`src/rtl/csr_unit.sv`:
```
`default_nettype none
// ============================================================================
// Module   : csr_unit
// Purpose  : Machine-mode CSR file and trap unit. Performs CSRRW/CSRRS/CSRRC
//            read-modify-write, trap entry with MIE/MPIE stacking, mret
//            return, and 64-bit mcycle/minstret counters.
// Revision : 1.0 - initial release
// ============================================================================
module csr_unit #(
    parameter int              XLEN          = 32,
    parameter bit              HAS_COUNTERS  = 1'b1,
    parameter logic [31:0]     MSTATUS_RESET = 32'h0000_1800,
    parameter logic [XLEN-1:0] MTVEC_RESET   = '0,
    parameter logic [XLEN-1:0] MARCHID       = '0
) (
    input  logic            clk,
    input  logic            rst,
    input  logic [11:0]     csr_addr,
    input  logic [1:0]      csr_op,
    input  logic [XLEN-1:0] csr_wsrc,
    output logic [XLEN-1:0] csr_rdata,
    output logic            csr_illegal,
    input  logic            inst_retire,
    input  logic            exc_valid,
    input  logic [4:0]      exc_cause,
    input  logic [XLEN-1:0] trap_pc,
    input  logic            mret,
    output logic            redirect,
    output logic [XLEN-1:0] redirect_pc,
    output logic            mie_out
);

    localparam logic [1:0]  OP_NONE = 2'b00;
    localparam logic [1:0]  OP_RW   = 2'b01;
    localparam logic [1:0]  OP_RS   = 2'b10;
    localparam logic [1:0]  OP_RC   = 2'b11;

    localparam logic [11:0] ADDR_MSTATUS   = 12'h300;
    localparam logic [11:0] ADDR_MTVEC     = 12'h305;
    localparam logic [11:0] ADDR_MSCRATCH  = 12'h340;
    localparam logic [11:0] ADDR_MEPC      = 12'h341;
    localparam logic [11:0] ADDR_MCAUSE    = 12'h342;
    localparam logic [11:0] ADDR_MCYCLE    = 12'hB00;
    localparam logic [11:0] ADDR_MINSTRET  = 12'hB02;
    localparam logic [11:0] ADDR_MCYCLEH   = 12'hB80;
    localparam logic [11:0] ADDR_MINSTRETH = 12'hB82;
    localparam logic [11:0] ADDR_MVENDORID = 12'hF11;
    localparam logic [11:0] ADDR_MARCHID   = 12'hF12;

    // Architectural state
    logic            mie_q,      mie_d;
    logic            mpie_q,     mpie_d;
    logic [XLEN-1:0] mtvec_q,    mtvec_d;
    logic [XLEN-1:0] mscratch_q, mscratch_d;
    logic [XLEN-1:0] mepc_q,     mepc_d;
    logic [XLEN-1:0] mcause_q,   mcause_d;
    logic [63:0]     mcycle_q,   mcycle_d;
    logic [63:0]     minstret_q, minstret_d;

    // Decode / datapath wires
    logic [XLEN-1:0] w_mstatus;
    logic [XLEN-1:0] w_rdata;
    logic [XLEN-1:0] w_wval;
    logic [XLEN-1:0] w_cyc_lo;
    logic [XLEN-1:0] w_cyc_hi;
    logic [XLEN-1:0] w_ins_lo;
    logic [XLEN-1:0] w_ins_hi;
    logic            w_impl;
    logic            w_is_cnt;
    logic            w_ro;
    logic            w_wr_req;
    logic            w_illegal;
    logic            w_wen;

    assign w_cyc_lo = mcycle_q[XLEN-1:0];
    assign w_ins_lo = minstret_q[XLEN-1:0];

    // Upper counter halves are only addressable as separate CSRs on RV32
    generate
        if (XLEN == 32) begin : g_cnt_hi32
            assign w_cyc_hi = mcycle_q[63:32];
            assign w_ins_hi = minstret_q[63:32];
        end else begin : g_cnt_hi64
            assign w_cyc_hi = '0;
            assign w_ins_hi = '0;
        end
    endgenerate

    // Assemble mstatus view: MPP hardwired to M-mode, only MIE/MPIE are live
    always_comb begin
        w_mstatus        = '0;
        w_mstatus[12:11] = 2'b11;
        w_mstatus[7]     = mpie_q;
        w_mstatus[3]     = mie_q;
    end

    // Address decode: read mux plus implemented / read-only / counter flags
    always_comb begin
        w_rdata  = '0;
        w_impl   = 1'b0;
        w_is_cnt = 1'b0;
        w_ro     = 1'b0;
        case (csr_addr)
            ADDR_MSTATUS: begin
                w_impl  = 1'b1;
                w_rdata = w_mstatus;
            end
            ADDR_MTVEC: begin
                w_impl  = 1'b1;
                w_rdata = mtvec_q;
            end
            ADDR_MSCRATCH: begin
                w_impl  = 1'b1;
                w_rdata = mscratch_q;
            end
            ADDR_MEPC: begin
                w_impl  = 1'b1;
                w_rdata = mepc_q;
            end
            ADDR_MCAUSE: begin
                w_impl  = 1'b1;
                w_rdata = mcause_q;
            end
            ADDR_MCYCLE: begin
                w_impl   = 1'b1;
                w_is_cnt = 1'b1;
                w_rdata  = HAS_COUNTERS ? w_cyc_lo : '0;
            end
            ADDR_MINSTRET: begin
                w_impl   = 1'b1;
                w_is_cnt = 1'b1;
                w_rdata  = HAS_COUNTERS ? w_ins_lo : '0;
            end
            ADDR_MCYCLEH: begin
                if (XLEN == 32) begin
                    w_impl   = 1'b1;
                    w_is_cnt = 1'b1;
                    w_rdata  = HAS_COUNTERS ? w_cyc_hi : '0;
                end
            end
            ADDR_MINSTRETH: begin
                if (XLEN == 32) begin
                    w_impl   = 1'b1;
                    w_is_cnt = 1'b1;
                    w_rdata  = HAS_COUNTERS ? w_ins_hi : '0;
                end
            end
            ADDR_MVENDORID: begin
                w_impl = 1'b1;
                w_ro   = 1'b1;
            end
            ADDR_MARCHID: begin
                w_impl  = 1'b1;
                w_ro    = 1'b1;
                w_rdata = MARCHID;
            end
            default: ;
        endcase
    end

    // Write intent, legality and the read-modify-write value
    always_comb begin
        w_wr_req  = (csr_op == OP_RW) ||
                    (((csr_op == OP_RS) || (csr_op == OP_RC)) && (|csr_wsrc));
        w_illegal = (csr_op != OP_NONE) &&
                    (!w_impl || (w_ro && w_wr_req) || (w_is_cnt && !HAS_COUNTERS));
        case (csr_op)
            OP_RS:   w_wval = w_rdata | csr_wsrc;
            OP_RC:   w_wval = w_rdata & ~csr_wsrc;
            default: w_wval = csr_wsrc;
        endcase
        // Traps and mret take precedence over any CSR write in the same cycle
        w_wen = w_wr_req && !w_illegal && !exc_valid && !mret;
    end

    assign csr_rdata   = w_rdata;
    assign csr_illegal = w_illegal;
    assign mie_out     = mie_q;

    // PC redirect on trap entry (to mtvec) or mret (to current mepc)
    always_comb begin
        redirect    = 1'b0;
        redirect_pc = '0;
        if (exc_valid) begin
            redirect    = 1'b1;
            redirect_pc = {mtvec_q[XLEN-1:2], 2'b00};
        end else if (mret) begin
            redirect    = 1'b1;
            redirect_pc = mepc_q;
        end
    end

    // Next-state for status/trap CSRs: trap > mret > CSR write
    always_comb begin
        mie_d      = mie_q;
        mpie_d     = mpie_q;
        mtvec_d    = mtvec_q;
        mscratch_d = mscratch_q;
        mepc_d     = mepc_q;
        mcause_d   = mcause_q;
        if (exc_valid) begin
            mepc_d   = {trap_pc[XLEN-1:2], 2'b00};
            mcause_d = XLEN'(exc_cause);
            mpie_d   = mie_q;
            mie_d    = 1'b0;
        end else if (mret) begin
            mie_d  = mpie_q;
            mpie_d = 1'b1;
        end else if (w_wen) begin
            case (csr_addr)
                ADDR_MSTATUS: begin
                    mie_d  = w_wval[3];
                    mpie_d = w_wval[7];
                end
                ADDR_MTVEC:    mtvec_d    = {w_wval[XLEN-1:2], 2'b00};
                ADDR_MSCRATCH: mscratch_d = w_wval;
                ADDR_MEPC:     mepc_d     = {w_wval[XLEN-1:2], 2'b00};
                ADDR_MCAUSE:   mcause_d   = w_wval;
                default: ;
            endcase
        end
    end

    // Next-state for counters: a write to a half replaces it and skips the tick
    always_comb begin
        mcycle_d   = mcycle_q + 64'd1;
        minstret_d = inst_retire ? (minstret_q + 64'd1) : minstret_q;
        if (w_wen) begin
            case (csr_addr)
                ADDR_MCYCLE: begin
                    if (XLEN == 32) mcycle_d = {mcycle_q[63:32], w_wval[31:0]};
                    else            mcycle_d = 64'(w_wval);
                end
                ADDR_MINSTRET: begin
                    if (XLEN == 32) minstret_d = {minstret_q[63:32], w_wval[31:0]};
                    else            minstret_d = 64'(w_wval);
                end
                ADDR_MCYCLEH:   mcycle_d   = {w_wval[31:0], mcycle_q[31:0]};
                ADDR_MINSTRETH: minstret_d = {w_wval[31:0], minstret_q[31:0]};
                default: ;
            endcase
        end
    end

    // State registers; asynchronous reset drops any update pending this cycle
    always_ff @(posedge clk or posedge rst) begin
        if (rst) begin
            mie_q      <= MSTATUS_RESET[3];
            mpie_q     <= MSTATUS_RESET[7];
            mtvec_q    <= MTVEC_RESET;
            mscratch_q <= '0;
            mepc_q     <= '0;
            mcause_q   <= '0;
            mcycle_q   <= '0;
            minstret_q <= '0;
        end else begin
            mie_q      <= mie_d;
            mpie_q     <= mpie_d;
            mtvec_q    <= mtvec_d;
            mscratch_q <= mscratch_d;
            mepc_q     <= mepc_d;
            mcause_q   <= mcause_d;
            mcycle_q   <= mcycle_d;
            minstret_q <= minstret_d;
        end
    end

endmodule
`default_nettype wire

```
`config.mk`:
```
export PLATFORM = sky130hd
export DESIGN_NAME = csr_unit
export DESIGN_NICKNAME = d
export VERILOG_FILES = /design/src/rtl/csr_unit.sv
export SDC_FILE = /design/constraint.sdc
export NUM_CORES = 1
export LEC_CHECK = 0
export ABC_AREA = 1
export CAP_MARGIN = 20
export CORE_MARGIN = 2
export CORE_UTILIZATION = 54
export DETAILED_ROUTE_END_ITERATION = 16
export PLACE_DENSITY = 0.78
export SYNTH_ARGS = -nofsm -noshare
export SYNTH_HDL_FRONTEND = slang
export SYNTH_SLANG_ARGS = --single-unit
```
`constraint.sdc`:
```
create_clock -name clk -period 9 [get_ports clk]
set_input_delay 1.8 -clock clk [delete_from_list [all_inputs] [get_ports clk]]
set_output_delay 1.8 -clock clk [all_outputs]
set_load 0.05 [all_outputs]
```
==> impl_results.md <==
- Gate Count Post-Synth: 2990
- Initial antenna violation count: 4
- Share of total power in combinational logic: 0.121
- Drt wl/cell: 24.0 um
- PD cells: 137 nW/um^2
- Status: finished, final reports clean
- Critical path endpoint category: output port
- Final worst slack: 1.80 ns
- Initial Util: 0.551
- Remaining Overflow, GRT: 0
- Cell-internal power: 2.09 mW
- # IOs: 155
- Peak Freq: 139 MHz
- Post-CTS setup buffers: 0
- Switching part of the total: 0.287
- Hold Path Class: reg -> reg
- Worst slack after detailed placement: 1.99 ns
- Final Wtd Congestion: 1.07
- Reg power frac: 0.420
- Post-DRT Antenna Nets: 0
- Largest cells by area after synthesis: dfrtp_1 34%, nand2_1 23%, nor2_1 8.2%
- Vias in the first global route: 20426
- Worst slew pin tran: 1.10 ns
- Final Hold Fails: 0
- Fraction of layout cells with a size suffix above 1: 0.0440
- Max transition margin: 0.265
- Worst-path clk slew: 0.06 ns
- Yosys top cell area share: 0.342
- ANT cells: 0
- Cell variety after synth: 48
- Synthesized area: 18600 um^2
- CTS-repair resized insts: 0
- Core box area: 33700 um^2
- Clk root buf: clkbuf_16
- Sw Pwr: 0.839 mW
- Die ar.: 35900 um^2
- Clock power frac: 0.458
- Detailed-route via count: 22267
- Clock sink count: 254
- Period utilization: 0.799
- Fin nets: 3181
- Initial DRC count: 3148
- Register Area: 6360 um^2
- Synth async-reset ratio: 1.00
- Syn_area_per_cell: 6.21 um^2
- Lkg Pwr: 10.1 nW
- Period minus WS final: 7.20 ns
- Max Cap Violations: 0
- VDD IR max: 0.174 mV
- Multi-input logic area: 10600 um^2
- RSZ-0062 raised after global routing: no
- Num CTS Buffers: 30
- Drt total wl: 85500 um
- Area grow syn2layout: 15.1%
- Critical Path RT: 7.20 ns
- Critical setup path kind: in -> out
- Die Height: 189 um
- Drt first pass iters: 8
- Fill count: 3232
- TNS Setup: 0 ns
- # setup viols final: 0
- CP Max Fanout: 11
- Seq/Total Area, Yosys: 0.342
- Clk_skew: 0.0300 ns
- Yosys warnings: 0
- Yosys top cell by area: dfrtp_1
- Hold_buf cts: 0
- DR vias/cell: 6.25
- CP Data Arrival Time: 5.40 ns
- Synth Flop Type: dfrtp_1
- CTS max path bufs: 3
- IO Port Bufs: 150
- CTS tree: yes
- Startpoint Class: primary input
- Post-synth EDFFs: 0
- Pins Over Slew Limit: 0
- Die width: 189 um
- Clock Latency Late Sink: 0.60 ns
- Row count: 67
- Total track usage: 0.474
- DRC errors left: 0
- Largest net degree at the start of global routing: 113
- H-tree depth: 1
- First-pass GRT wire length: 127000 um
- Post-DP HPWL: 64000 um
- FF+latch count, synth: 254
==> path summary, 6_finish.rpt <==
check / startpoint / to / slack, ns / depth (start not counted)
setup reg to reg: mcycle_q[0]$_DFFE_PP0P_ / mcycle_q[56]$_DFFE_PP0P_ / 5.80 / 11
setup / recovery: csr_addr[11] / csr_illegal / 1.80 / 13
hold reg to reg: mtvec_q[28]$_DFFE_PP0P_ / mtvec_q[28]$_DFFE_PP0P_ / 0.49 / 2
max in group asynchronous: rst / minstret_q[52]$_DFFE_PP0P_ / 5.64 / 3
min in group asynchronous: rst / mcause_q[29]$_DFFE_PP0P_ / 1.76 / 2
hold / removal: mtvec_q[28]$_DFFE_PP0P_ / mtvec_q[28]$_DFFE_PP0P_ / 0.49 / 2
==> flip-flops by register name, summed over array words and instances (netlist names) <==
register	flops
mcycle_q	64
minstret_q	64
mcause_q	32
mscratch_q	32
mepc_q	30
mtvec_q	30
mie_out	1
mpie_q	1
==> metrics by stage <==
stage                     total power, mW  hold WS, ns  cells  cell area, um^2  utilization
after detailed placement             1.59        0.473   3506            20300        0.602
after global routing                 2.99        0.504   3562            21400        0.634
after global placement               1.57        0.465   3505            20300        0.602
after floorplan                      1.43        0.452   2991            18600            -
after CTS                            2.90        0.487   3561            21400        0.634
final                                2.93        0.487   3562            21400        0.634
==> logic make-up after synthesis <==
family | share of synthesized area
AOI/OAI and AO/OA | 0.0959
xor gates and xnor gates | 0.0382
adders and majority gates | 0.00135
buffers and inverters | 0.0849
DFF | 0.342
muxes | 0.000539
other | 0.000202
and+or+nand+nor | 0.436
==> Yosys cell counts (4+ instances only) <==
master,number
a21oi_1,35
a22oi_1,16
buf_1,5
buf_2,47
buf_4,10
buf_6,4
clkbuf_1,43
clkinv_1,4
dfrtp_1,254
inv_1,258
inv_2,11
nand2_1,1118
nand2_2,6
nand3_1,253
nand3b_1,6
nand4_1,53
nor2_1,406
nor2_2,11
nor2_8,6
nor3_1,47
nor3_2,4
nor3b_1,4
nor4_1,8
o211ai_1,14
o21ai_0,189
o21ai_1,33
o22ai_1,31
or2_2,8
xnor2_1,29
xor2_1,52
==> power by group through the flow <==
| stage | clock [mW] | combinational (mW) | sequential, mW |
|---|---|---|---|
| floorplan | 0 | 0.194 | 1.24 |
| global placement | 0 | 0.330 | 1.24 |
| detailed placement | 0 | 0.339 | 1.25 |
| CTS | 1.34 | 0.341 | 1.23 |
| global route | 1.38 | 0.378 | 1.23 |
| finish | 1.34 | 0.356 | 1.23 |
==> metal layers <==
metal / global-route usage / wire length [um]
met5: 0 / 37
met4: 0.248 / 5810
met3: 0.165 / 12900
met2: 0.709 / 35800
met1: 0.604 / 30900
==> cell type report <==
cell class | count | area share
Clock buffer | 42 | 0.0396
Clock inverter | 13 | 0.0101
Inverter | 273 | 0.0483
Multi-Input combinational cell | 2354 | 0.498
Sequential cell | 254 | 0.298
Tap cell | 448 | 0.0262
Timing Repair Buffer | 178 | 0.0798
==> critical path: stages <==
cell and delay [ns]:
clkdlybuf4s50_1 0.49, inv_1 0.11, nor2_1 0.05, nand2_1 0.18
nor2_1 0.07, buf_4 0.18, nand2_1 0.74, nand3_1 0.15
nor2_1 0.27, nand2_4 0.12, and2_1 0.15, nor2_1 0.20
clkdlybuf4s50_1 0.86
==> placed cells by master, fill, tap and decap left out, types with 6 or more instances in the layout <==
cell type        count
nor2_2              11
nor3_1              47
nor2_1             405
nand3_1            253
o21ai_1             33
clkbuf_1             7
nand2_2              9
a22oi_1             16
clkbuf_16           30
inv_2               12
a21oi_1             35
or2_2                8
nand2_1           1115
o211ai_1            14
nor2_8               6
inv_1              256
nand4_1             53
nor4_1               8
nand3b_1             6
buf_4               27
xor2_1              52
o21ai_0            189
o22ai_1             31
dfrtp_1            254
clkdlybuf4s50_1    149
xnor2_1             29
(Power assumes the default switching activity.)
